## src/rtl/dseq_pkg.sv

```systemverilog
// Shared state encoding and pattern codes for the time-shared 010/1001 sequence detector.
// No logic here: constants and types only.
package dseq_pkg;

    typedef enum logic [2:0] {
        ST_IDLE = 3'd0,
        ST_Z    = 3'd1,
        ST_ZO   = 3'd2,
        ST_OZ   = 3'd3,
        ST_O    = 3'd4,
        ST_OZZ  = 3'd5
    } dseq_state_t;

    localparam logic PAT_010  = 1'b0;
    localparam logic PAT_1001 = 1'b1;

endpackage

```

## src/rtl/dseq_engine.sv

```systemverilog
// Combinational next-state/hit logic for one channel context; zero latency, no flow control.
// Mealy, overlapping detection of "010" (PAT_010) and "1001" (PAT_1001).
module dseq_engine
    import dseq_pkg::*;
(
    input  dseq_state_t state,
    input  logic        x,
    output dseq_state_t next_state,
    output logic        hit,
    output logic        pat
);

    always_comb begin
        next_state = ST_IDLE;
        hit        = 1'b0;
        pat        = PAT_010;
        case (state)
            ST_IDLE: next_state = x ? ST_O  : ST_Z;
            ST_Z:    next_state = x ? ST_ZO : ST_Z;
            ST_ZO: begin
                next_state = x ? ST_O : ST_OZ;
                if (!x) begin
                    hit = 1'b1;
                    pat = PAT_010;
                end
            end
            ST_OZ:   next_state = x ? ST_ZO : ST_OZZ;
            ST_O:    next_state = x ? ST_O  : ST_OZ;
            ST_OZZ: begin
                next_state = x ? ST_ZO : ST_Z;
                if (x) begin
                    hit = 1'b1;
                    pat = PAT_1001;
                end
            end
            default: next_state = ST_IDLE;
        endcase
    end

endmodule

```

## src/rtl/dseq_arbiter.sv

```systemverilog
// Round-robin share of one detector over NUM_CH bit streams; ready is combinational, match pulses one cycle after the transfer.
// Cleared channels are never granted; DSEQ_MATCH_CNT_EN adds per-channel saturating match counters (cnt_sel/cnt_data).
module dseq_arbiter
    import dseq_pkg::*;
#(
    parameter int NUM_CH = 4,
    parameter int CNT_W  = 8
) (
    input  logic                      clk,
    input  logic                      reset,
    input  logic [NUM_CH-1:0]         ch_valid,
    input  logic [NUM_CH-1:0]         ch_bit,
    output logic [NUM_CH-1:0]         ch_ready,
    input  logic [NUM_CH-1:0]         ch_clear,
    output logic                      match_valid,
    output logic [$clog2(NUM_CH)-1:0] match_ch,
    output logic                      match_pat
`ifdef DSEQ_MATCH_CNT_EN
    ,
    input  logic [$clog2(NUM_CH)-1:0] cnt_sel,
    output logic [CNT_W-1:0]          cnt_data
`endif
);

    localparam int IDX_W = $clog2(NUM_CH);

    dseq_state_t      ctx_q [NUM_CH];
    dseq_state_t      ctx_d [NUM_CH];
    logic [IDX_W-1:0] ptr_q, ptr_d;
    logic             match_valid_q, match_valid_d;
    logic [IDX_W-1:0] match_ch_q, match_ch_d;
    logic             match_pat_q, match_pat_d;

    logic [NUM_CH-1:0] elig;
    logic              gnt_any;
    logic [IDX_W-1:0]  gnt_idx;
    logic [IDX_W-1:0]  cand;
    dseq_state_t       eng_state, eng_next;
    logic              eng_x, eng_hit, eng_pat;

    // A channel being cleared this cycle is masked so clear always wins over data.
    assign elig = ch_valid & ~ch_clear;

    always_comb begin
        gnt_any = 1'b0;
        gnt_idx = '0;
        cand    = '0;
        for (int k = 1; k <= NUM_CH; k++) begin
            cand = IDX_W'((int'(ptr_q) + k) % NUM_CH);
            if (!gnt_any && elig[cand]) begin
                gnt_any = 1'b1;
                gnt_idx = cand;
            end
        end
    end

    always_comb begin
        ch_ready          = '0;
        ch_ready[gnt_idx] = gnt_any;
    end

    assign eng_state = ctx_q[gnt_idx];
    assign eng_x     = ch_bit[gnt_idx];

    dseq_engine u_engine (
        .state      (eng_state),
        .x          (eng_x),
        .next_state (eng_next),
        .hit        (eng_hit),
        .pat        (eng_pat)
    );

    always_comb begin
        ctx_d = ctx_q;
        for (int i = 0; i < NUM_CH; i++) begin
            if (ch_clear[i]) begin
                ctx_d[i] = ST_IDLE;
            end
        end
        if (gnt_any) begin
            ctx_d[gnt_idx] = eng_next;
        end

        ptr_d         = gnt_any ? gnt_idx : ptr_q;
        match_valid_d = gnt_any & eng_hit;
        match_ch_d    = match_valid_d ? gnt_idx : match_ch_q;
        match_pat_d   = match_valid_d ? eng_pat : match_pat_q;
    end

    always_ff @(posedge clk or posedge reset) begin
        if (reset) begin
            for (int i = 0; i < NUM_CH; i++) begin
                ctx_q[i] <= ST_IDLE;
            end
            ptr_q         <= IDX_W'(NUM_CH - 1);
            match_valid_q <= 1'b0;
            match_ch_q    <= '0;
            match_pat_q   <= 1'b0;
        end else begin
            ctx_q         <= ctx_d;
            ptr_q         <= ptr_d;
            match_valid_q <= match_valid_d;
            match_ch_q    <= match_ch_d;
            match_pat_q   <= match_pat_d;
        end
    end

    assign match_valid = match_valid_q;
    assign match_ch    = match_ch_q;
    assign match_pat   = match_pat_q;

`ifdef DSEQ_MATCH_CNT_EN
    logic [CNT_W-1:0] cnt_q [NUM_CH];
    logic [CNT_W-1:0] cnt_d [NUM_CH];
    logic [CNT_W-1:0] cnt_data_q, cnt_data_d;

    // Counters bump on the same edge that raises match_valid and stick at all-ones.
    always_comb begin
        for (int i = 0; i < NUM_CH; i++) begin
            cnt_d[i] = cnt_q[i];
            if (ch_clear[i]) begin
                cnt_d[i] = '0;
            end else if (match_valid_d && (gnt_idx == IDX_W'(i)) && (cnt_q[i] != '1)) begin
                cnt_d[i] = cnt_q[i] + CNT_W'(1);
            end
        end
        cnt_data_d = cnt_q[cnt_sel];
    end

    always_ff @(posedge clk or posedge reset) begin
        if (reset) begin
            for (int i = 0; i < NUM_CH; i++) begin
                cnt_q[i] <= '0;
            end
            cnt_data_q <= '0;
        end else begin
            cnt_q      <= cnt_d;
            cnt_data_q <= cnt_data_d;
        end
    end

    assign cnt_data = cnt_data_q;
`endif

endmodule

```

## config.mk

```make
export PLATFORM = sky130hd
export DESIGN_NAME = dseq_arbiter
export DESIGN_NICKNAME = d
export VERILOG_FILES = /design/src/rtl/dseq_pkg.sv /design/src/rtl/dseq_engine.sv /design/src/rtl/dseq_arbiter.sv
export SDC_FILE = /design/constraint.sdc
export NUM_CORES = 1
export LEC_CHECK = 0
export BUFFER_PORTS_ARGS = -buffer_cell sky130_fd_sc_hd__buf_2
export CORE_MARGIN = 2
export CORE_UTILIZATION = 58
export DETAILED_ROUTE_END_ITERATION = 6
export GPL_TIMING_DRIVEN = 1
export PLACE_DENSITY = 0.84
export SLEW_MARGIN = 20
export SYNTH_ARGS = -nofsm -noshare
export SYNTH_HDL_FRONTEND = slang
export SYNTH_SLANG_ARGS = --single-unit
```

## constraint.sdc

```tcl
create_clock -name clk -period 3.9 [get_ports clk]
set_clock_uncertainty 0.05 [all_clocks]
set_input_delay 0.78 -clock clk [delete_from_list [all_inputs] [get_ports clk]]
set_output_delay 0.78 -clock clk [all_outputs]
set_load 0.02 [all_outputs]
```

# [Yosys cells after proc, flatten, opt, wreduce, memory -nomap -nowiden]
# Index checks and enable logic that the tools add are counted.
[classes] n_lt_le_gt_ge=8 n_shift=0 multipliers=0 addsub=4 eq_ne=5 bitwise=5 muxes=40 n_div=0 reduce_logical=11
[op_table] cell="$mux 3" n=10
[op_table] cell="$lt 2x3->1 const B" n=5
[op_table] cell="$mux 1" n=13
[op_table] cell="$bwmux 12" n=1
[op_table] cell="$mux 12" n=1
[op_table] cell="$pmux 3 s4" n=1
[op_table] cell="$bmux 1 s2" n=5
[op_table] cell="$mux 2" n=5
[op_table] cell="$and 4x4->4" n=2
[op_table] cell="$bmux 3 s2" n=1
[op_table] cell="$demux 3 s2" n=1
[op_table] cell="$eq 3x2->1 const B" n=2
[op_table] cell="$eq 3x3->1 const B" n=2
[op_table] cell="$logic_and 1x1->1" n=5
[op_table] cell="$add 2x1->2 const B" n=2
[op_table] cell="$add 2x2->2 const B" n=2
[op_table] cell="$not 4->4" n=1
[op_table] cell="$reduce_or 2->1" n=2
[op_table] cell="$eq 3x1->1 const B" n=1
[op_table] cell="$ge 3x3->1 const B" n=1
[op_table] cell="$logic_not 1->1" n=3
[op_table] cell="$logic_not 3->1" n=1
[op_table] cell="$lt 3x1->1 const B" n=1
[op_table] cell="$not 2->3" n=1
[op_table] cell="4 further kinds" n=4
[word_totals] mem_count=0 rom_bits=0 latchBits=0 inputBits=14 word_cells=81 regBits=18 ram_bits=0 out_inout_bits=8

# [Logic depth before layout (Yosys ltp)]
# Gate-level depths: netlist of the first run.
[logic_depth] word_depth=23 ltp_mapped=9

# [Cells and area by module]
# From an unflattened synthesis of the first run, not the netlist that was laid out.
[hier_totals] cells_unflattened=121 hier_area_um2=1249.9
[modules_own_cells] module="dseq_arbiter" cells_each=109 instances=1 area_each_um2=1162.4 seq_area_each_um2=452.9
[modules_own_cells] module="dseq_engine" cells_each=12 instances=1 area_each_um2=87.6 seq_area_each_um2=0.0

# [Least setup slack after synthesis of the first run]
# OpenSTA, ideal clock, no wires.
[synth_path] path_type="in2reg" start="in ch_valid[1]" end="reg match_ch_q[0] (netlist: match_ch[0])" t_arrival_ns=2.830 n_path_buf=1 path_slack_ns=0.940 path_stages=9 setup_ns=0.079 path_cell_list="nor2b_2 > nor2_2 > o32ai_4 > buf_8 > mux2i_1 > mux2i_1 > or4_4 > a21oi_4 > mux2i_1"
[synth_via] elab_chain_cells=20 elab_cells_between_ends=35 classes_between="eq/ne (2); mux (24); bitwise (3); reduce/logical (6)"
[synth_rtl] element="from (decl)" line_no="dseq_arbiter.sv:11" source="input logic [NUM_CH-1:0] ch_valid,"
[synth_rtl] element="$and 4x4->4 (*)" line_no="dseq_arbiter.sv:42" source="assign elig = ch_valid & ~ch_clear;"
[synth_rtl] element="$bmux 1 s2" line_no="dseq_arbiter.sv:50" source="if (!gnt_any && elig[cand]) begin"
[synth_rtl] element="$mux 1 (not written as such)" line_no="dseq_arbiter.sv:50"
[synth_rtl] element="$mux 1" line_no="dseq_arbiter.sv:50"
[synth_rtl] element="$logic_not 1->1" line_no="dseq_arbiter.sv:50"
[synth_rtl] element="$logic_and 1x1->1" line_no="dseq_arbiter.sv:50"
[synth_rtl] element="$mux 1" line_no="dseq_arbiter.sv:50"
[synth_rtl] element="$logic_not 1->1" line_no="dseq_arbiter.sv:50"
[synth_rtl] element="[4 not listed]"
[synth_rtl] element="$mux 2" line_no="dseq_arbiter.sv:50"
[synth_rtl] element="$not 2->3 (not written as such)" line_no="dseq_arbiter.sv:62" source="assign eng_state = ctx_q[gnt_idx];"
[synth_rtl] element="$bmux 3 s2" line_no="dseq_arbiter.sv:62"
[synth_rtl] element="$mux 3 (not written as such) (2 in series)" line_no="dseq_arbiter.sv:62"
[synth_rtl] element="$eq 3x3->1 / $eq 3x2->1 (equally long branches)" line_no="dseq_engine.sv:17" source="case (state)"
[synth_rtl] element="$pmux 1 s2" line_no="dseq_engine.sv:17"
[synth_rtl] element="$and 1x1->1 (*)" line_no="dseq_arbiter.sv:85" source="match_valid_d = gnt_any & eng_hit;"
[synth_rtl] element="net match_valid_d" line_no="dseq_arbiter.sv:30" source="logic match_valid_q, match_valid_d;"
[synth_rtl] element="to (signal assigned)" line_no="dseq_arbiter.sv:103" source="match_ch_q <= match_ch_d;"
[synth_rtl] element="to (decl)" line_no="dseq_arbiter.sv:31" source="logic [IDX_W-1:0] match_ch_q, match_ch_d;"
# Mark *: on every way through the listed nets, which the timed path passes. The rest lies on a longest branch. The select of a mux whose other input is x is not followed.
# A chain may end at the register's enable or synchronous reset.

# [Final worst setup path of the first run]
[layout_path] start="in ch_clear[1]" end="out ch_ready[0]"
[layout_via] elab_chain_cells=19 elab_cells_between_ends=30 classes_between="order compare (2); mux (18); bitwise (3); reduce/logical (7)"
[layout_rtl] element="from (decl)" line_no="dseq_arbiter.sv:14" source="input logic [NUM_CH-1:0] ch_clear,"
[layout_rtl] element="$not 4->4 (*)" line_no="dseq_arbiter.sv:42"
[layout_rtl] element="$and 4x4->4 (*)" line_no="dseq_arbiter.sv:42"
[layout_rtl] element="$bmux 1 s2" line_no="dseq_arbiter.sv:50"
[layout_rtl] element="$mux 1 (not written as such)" line_no="dseq_arbiter.sv:50"
[layout_rtl] element="$mux 1" line_no="dseq_arbiter.sv:50"
[layout_rtl] element="$logic_not 1->1" line_no="dseq_arbiter.sv:50"
[layout_rtl] element="$logic_and 1x1->1" line_no="dseq_arbiter.sv:50"
[layout_rtl] element="$mux 1" line_no="dseq_arbiter.sv:50"
[layout_rtl] element="[3 not listed]"
[layout_rtl] element="$logic_not 1->1" line_no="dseq_arbiter.sv:50"
[layout_rtl] element="$logic_and 1x1->1" line_no="dseq_arbiter.sv:50"
[layout_rtl] element="$mux 2" line_no="dseq_arbiter.sv:50"
[layout_rtl] element="$lt 2x3->1 (not written as such) / $ge 2x1->1 (equally long branches)" line_no="dseq_arbiter.sv:59" source="ch_ready[gnt_idx] = gnt_any;"
[layout_rtl] element="$logic_and 1x1->1 (not written as such)" line_no="dseq_arbiter.sv:59"
[layout_rtl] element="$mux 1 (not written as such)" line_no="dseq_arbiter.sv:59"
[layout_rtl] element="$demux 1 s2" line_no="dseq_arbiter.sv:59"
[layout_rtl] element="$and 4x4->4 (no source line) (*)"
[layout_rtl] element="to (decl)" line_no="dseq_arbiter.sv:13" source="output logic [NUM_CH-1:0] ch_ready,"
# Every way passes the cells marked *; elsewhere a longest branch is shown, timed or not. The select of a mux whose other input is x is not followed.

==> flow_metrics.tcl, run 1 <==
set metrics [dict create \
    syn_nets 119 \
    wl_um 2440 \
    worst-path-buf-inv 3 \
    cpMostUsedCell "buf_2" \
    hold_viol_final 0 \
    required_ps 3070 \
    syn_avg_cell_area_um2 11.2 \
    hold_path_depth 2 \
    grt_pass1_vias 885 \
    wl_per_cell_um 15.5 \
    root_buffer "clkbuf_4" \
    r2r_slack_ps 890 \
    coreArea_um2 1940 \
    ys_warn_count 0 \
    status "finished clean" \
    portBuffers 21 \
    htreeDepth 1 \
    die_height_um 48.9 \
    drt_iter0_markers 14 \
    dpl-instance-area_um2 1310 \
    synthCells 105 \
    path_max_fanout 8 \
    fp.dieW_um 48.9 \
    slew_headroom_pct 55.0 \
    grt_start_max_net_pins 19 \
    drv_slew 0 \
    numCtsBuffers 3 \
    fin_area_um2 1340 \
    ys_ff_latch 18 \
    cts_buffer_depth 2 \
    cp.depth 7 \
    holdCritPathClass "reg -> reg" \
    ant_nets 0 \
    period_needed_ps 3390 \
    grt_pass1_wl_um 4190 \
    gp_congestion 0.772 \
    crit_type "in -> out" \
    max_stage_delay_ps 500 \
    ff2ff_path_depth 9 \
    netlist_area_um2 1170 \
    fp-row-count 16 \
    critPathTopFamily "simple AND/OR/NAND/NOR gates" \
    path_clk_slew_ps 100 \
    cp-end-kind "primary output" \
    antenna_found_initial 0 \
    max_cap_viol_count 0 \
    nets 145 \
    drcViolationCount 0 \
    io_pins 22 \
    rsz0062_at_grt "no" \
    timing.fmax_mhz 295 \
    dieArea_um2 2390 \
    arrival_ps 2560 \
    fin_crit_sh_pct 86.9 \
    routed_via_density 5.55 \
    cts_tree "yes" \
    start_kind "input port" \
    ctsResizeCount 0 \
    hpwlAfterDp_um 1930 \
    cp_cell_sequence "buf_2 -> nor2b_2 -> nor2_2 -> o32ai_4 -> buf_4 -> nor3b_2 -> buf_2" \
    ir_drop_v 0.000385 \
    ys_seq_area_share_pct 38.7 \
    final.setup.tns_ps 0 \
    areaGrowthSynthToFinish_pct 14.6 \
    diodes 0 \
    powerDensity_nw_per_um2 634 \
    cts_hold_buf 0 \
    vias 871 \
    cts_setup_buffers 0 \
    tightest_slew_ps 674 \
    ys_types 42 \
    first_pass_iters 4 \
    grt_overflow_total 0 \
    grt.total_usage_pct 22.7 \
    start_util_pct 60.3 \
    power_leakage_nw 0.615 \
    drive_gt1_share_pct 37.7 \
    cp_slowest_cell "o32ai_4" \
    setup_violations 0 \
    clock_sinks 18 \
    insertion_delay_ps 290 \
]
-- stage by stage --
step                std cells  util, %  power (mW)  hold slack [ps]  setup slack [ps]
global placement          153     67.3       0.722              455               514
detailed placement        153     67.3       0.741              461               388
CTS                       157     69.1       0.856              478               497
floorplan                 105        -       0.625              423               940
global route              157     69.1       0.916              507               381
finish                    157     69.1       0.851              473               511
-- worst paths after layout --
check | from | to
hold / removal | match_ch[0] | match_ch[0]
setup reg to reg | ptr_q[0] | match_ch[0]
setup / recovery | ch_clear[1] | ch_ready[0]
hold reg to reg | match_ch[0] | match_ch[0]
max in group asynchronous | reset | ctx_q[6]
min in group asynchronous | reset | match_ch[0]
-- cell usage in the layout, fill, tap and decap left out, types with 2 or more instances in the layout --
cell and count:
buf_2 21, mux2i_1 16, dfrtp_1 16, nand2b_1 9, inv_1 6, nand3b_1 6, o21ai_0 5, a211oi_1 3
o21ai_1 3, nor2_1 3, clkbuf_4 3, nor2_2 2, nor3b_2 2, nand3_1 2, a21oi_1 2, buf_4 2
dfstp_2 2
-- report_power, final --
part	internal (mW)	total (mW)	switching, mW
clock network	0.0569	0.115	0.0583
logic	0.168	0.419	0.251
registers	0.263	0.317	0.0539
-- layer usage --
| layer | routed length, µm | global-route usage (%) |
|---|---|---|
| met1 | 1130 | 30.2 |
| met2 | 1180 | 40.4 |
| met3 | 103 | 2.15 |
| met4 | 19 | 4.29 |
| met5 | 0 | 0 |
-- worst register-to-register path, cell delays in order (launching register included) --
cell	delay [ps]
dfstp_2	430
nor3b_4	260
nor2_2	80
o32ai_4	490
buf_4	240
mux2i_1	270
mux2i_1	190
or4_4	560
a21oi_4	170
mux2i_1	200
-- synthesized netlist by cell type (all sizes together) --
cell type / instances / area [µm²]
dfstp: 2 / 52.6
o32ai: 1 / 27.5
inv: 6 / 22.5
nand3: 2 / 10.0
a211oi: 3 / 22.5
mux2: 2 / 26.3
buf: 1 / 15.0
nand3b: 6 / 45.0
mux4: 1 / 22.5
o31ai: 1 / 7.51
clkbuf: 1 / 3.75
mux2i: 16 / 160
and2: 1 / 6.26
a21oi: 3 / 26.3
nor2: 5 / 23.8
nand2: 2 / 17.5
nor3b: 4 / 51.3
or2: 2 / 12.5
dfrtp: 16 / 400
nand4: 1 / 6.26
a22oi: 1 / 7.51
nor2b: 3 / 28.8
nor4: 1 / 21.3
nand2b: 9 / 56.3
o21ai: 9 / 48.8
or4: 2 / 18.8
nor3: 1 / 5.00
and2b: 2 / 18.8
a31oi: 1 / 6.26
-- kinds of logic after synthesis --
group	Yosys count	share of synthesized area (%)
and+or+nand+nor	41	27.5
AOI/OAI and AO/OA	19	12.5
muxes	19	17.8
DFF	18	38.7
buffers and inverters	8	3.52
-- final cells by class --
type	instances	area, µm²
Clock buffer	4	36.3
Tap cell	27	33.8
Inverter	6	22.5
Fill cell	153	599
Multi-Input combinational cell	79	677
Sequential cell	18	453
Timing Repair Buffer	23	120
-- flip-flops by register name (all words and copies together), names as in the netlist --
name	count
ptr_q	2
ctx_q	12
match_ch	2
match_pat	1
match_valid	1
(Power assumes the default switching activity.)
==> run 2, diff against run 1 <==
--- a/config.mk
+++ b/config.mk
@@ -7,10 +7,11 @@
 export LEC_CHECK = 0
 export BUFFER_PORTS_ARGS = -buffer_cell sky130_fd_sc_hd__buf_2
 export CORE_MARGIN = 2
-export CORE_UTILIZATION = 58
+export CORE_UTILIZATION = 61
+export CTS_BUF_LIST = sky130_fd_sc_hd__clkbuf_4
 export DETAILED_ROUTE_END_ITERATION = 6
 export GPL_TIMING_DRIVEN = 1
-export PLACE_DENSITY = 0.84
+export PLACE_DENSITY = 0.88
 export SLEW_MARGIN = 20
 export SYNTH_ARGS = -nofsm -noshare
 export SYNTH_HDL_FRONTEND = slang
==> flow_metrics.tcl, run 2 (synthesized netlist as in run 1, its figures left out) <==
set metrics [dict create \
    cp_cell_sequence "buf_2 -> nor2b_2 -> nor2_2 -> o32ai_4 -> nor3b_2 -> buf_2" \
    place_ws_ps 391 \
    powerDensity_nw_per_um2 627 \
    clkPwrFrac_pct 11.4 \
    areaGrowthSynthToFinish_pct 12.3 \
    gp_congestion 0.790 \
    timing.fmax_mhz 291 \
    critPathTopFamily "simple AND/OR/NAND/NOR gates" \
    cts_setup_buffers 0 \
    wl_um 2390 \
    grt.total_usage_pct 24.7 \
    cts_tree "yes" \
    final_common_cell "buf_2" \
    portBuffers 21 \
    grt_pass1_vias 857 \
    worst-path-buf-inv 2 \
    switching_share_pct 43.8 \
    drive_gt1_share_pct 35.9 \
    cpMostUsedCell "buf_2" \
    vias 906 \
    tightest_slew_ps 669 \
    path_clk_slew_ps 100 \
    seqCellArea_um2 453 \
    fp.dieW_um 47.8 \
    holdCritPathClass "reg -> reg" \
    path_max_fanout 12 \
    grt_start_max_net_pins 19 \
    drv_slew 0 \
    grt_overflow_total 0 \
    die_height_um 47.8 \
    hpwlAfterDp_um 1800 \
    ir_drop_v 0.000335 \
    multi_input_area_um2 677 \
    final.setup.tns_ps 0 \
    required_ps 3070 \
    dieArea_um2 2290 \
    max_cap_viol_count 0 \
    grt_pass1_wl_um 3820 \
    rsz0062_at_grt "no" \
    max_stage_delay_ps 620 \
    drt_iter0_markers 28 \
    start_util_pct 66.4 \
    hold_viol_final 0 \
    cts_buffer_depth 2 \
    internal-power_mw 0.463 \
    fp-row-count 15 \
    final_cell_mix "21 x buf_2, 16 x mux2i_1, 16 x dfrtp_1, 9 x nand2b_1" \
    power_mw 0.824 \
    cts_hold_buf 0 \
    htreeDepth 1 \
    dp.cells 149 \
    wl_per_cell_um 15.6 \
    setup_ws_ps 462 \
    routed_via_density 5.92 \
    nets 143 \
    cp_slowest_cell "o32ai_4" \
    fin_crit_sh_pct 88.1 \
    clock_sinks 18 \
    coreArea_um2 1760 \
    final_cells 153 \
    period_needed_ps 3440 \
    arrival_ps 2610 \
    status "finished clean" \
    io_pins 22 \
    root_buffer "clkbuf_4" \
    largest_reg_flops 12 \
    final.fill_count 152 \
    first_pass_iters 4 \
    ant_nets 0 \
    seq_power_share_pct 38.1 \
    ctsResizeCount 0 \
    regMostFlops "ctx_q" \
    diodes 0 \
    slew_headroom_pct 55.4 \
    p_switching_mw 0.361 \
    setup_violations 0 \
    insertion_delay_ps 290 \
    numCtsBuffers 3 \
    cp-end-kind "primary output" \
    start_kind "input port" \
    power_leakage_nw 0.600 \
    antenna_found_initial 0 \
    p_comb_share_pct 50.6 \
    drcViolationCount 0 \
    crit_type "in -> out" \
]
## run 2: worst register-to-register path: cells and delay by family (launching register included)
kind / cells / cell delay, ps
AOI/OAI and AO/OA: 2 / 770
DFF: 1 / 430
muxes: 2 / 900
and+or+nand+nor: 3 / 770
## run 2: cell type report
cell class / instances / area share (%)
repair buffers: 21 / 7.99
clock buffers: 3 / 1.71
flip-flops and latches: 18 / 34.4
multi-input cells: 79 / 51.5
clock inverters: 1 / 0.285
inverters: 6 / 1.71
well taps: 25 / 2.38
## run 2: power by group through the flow
stage | Combinational, mW | Sequential, mW | Clock [mW]
CTS | 0.414 | 0.313 | 0.0975
floorplan | 0.305 | 0.320 | 0
finish | 0.417 | 0.314 | 0.0939
global route | 0.452 | 0.321 | 0.108
detailed placement | 0.410 | 0.318 | 0
global placement | 0.394 | 0.316 | 0
## run 2: stage by stage
| stage | utilization (%) | instance area [µm²] | hold slack, ps |
|---|---|---|---|
| floorplan | - | 1170 | 423 |
| global placement | 73.0 | 1290 | 452 |
| detailed placement | 73.0 | 1290 | 462 |
| CTS | 74.5 | 1320 | 476 |
| global route | 74.5 | 1320 | 509 |
| finish | 74.5 | 1320 | 471 |
## run 2: worst paths after layout
path	start	end	slack, ps	cells past startpoint
setup reg to reg	ptr_q[0]	match_ch[0]	900	7
hold / removal	match_ch[1]	match_ch[1]	470	2
hold reg to reg	match_ch[1]	match_ch[1]	470	2
min in group asynchronous	reset	ctx_q[4]	520	2
max in group asynchronous	reset	ctx_q[11]	2860	2
setup / recovery	ch_clear[1]	ch_ready[0]	460	6
## run 2: per-layer routing
metal  routed length [µm]  vias up  share of wire [%]  global-route usage [%]
met3                  160        6                6.7                    3.77
met2                 1100       32                 46                    39.5
met1                 1090      443                 46                    33.4
met5                    0        -                  0                       0
li1                     -      425                  -                       -
met4                   34        0                1.4                    10.3
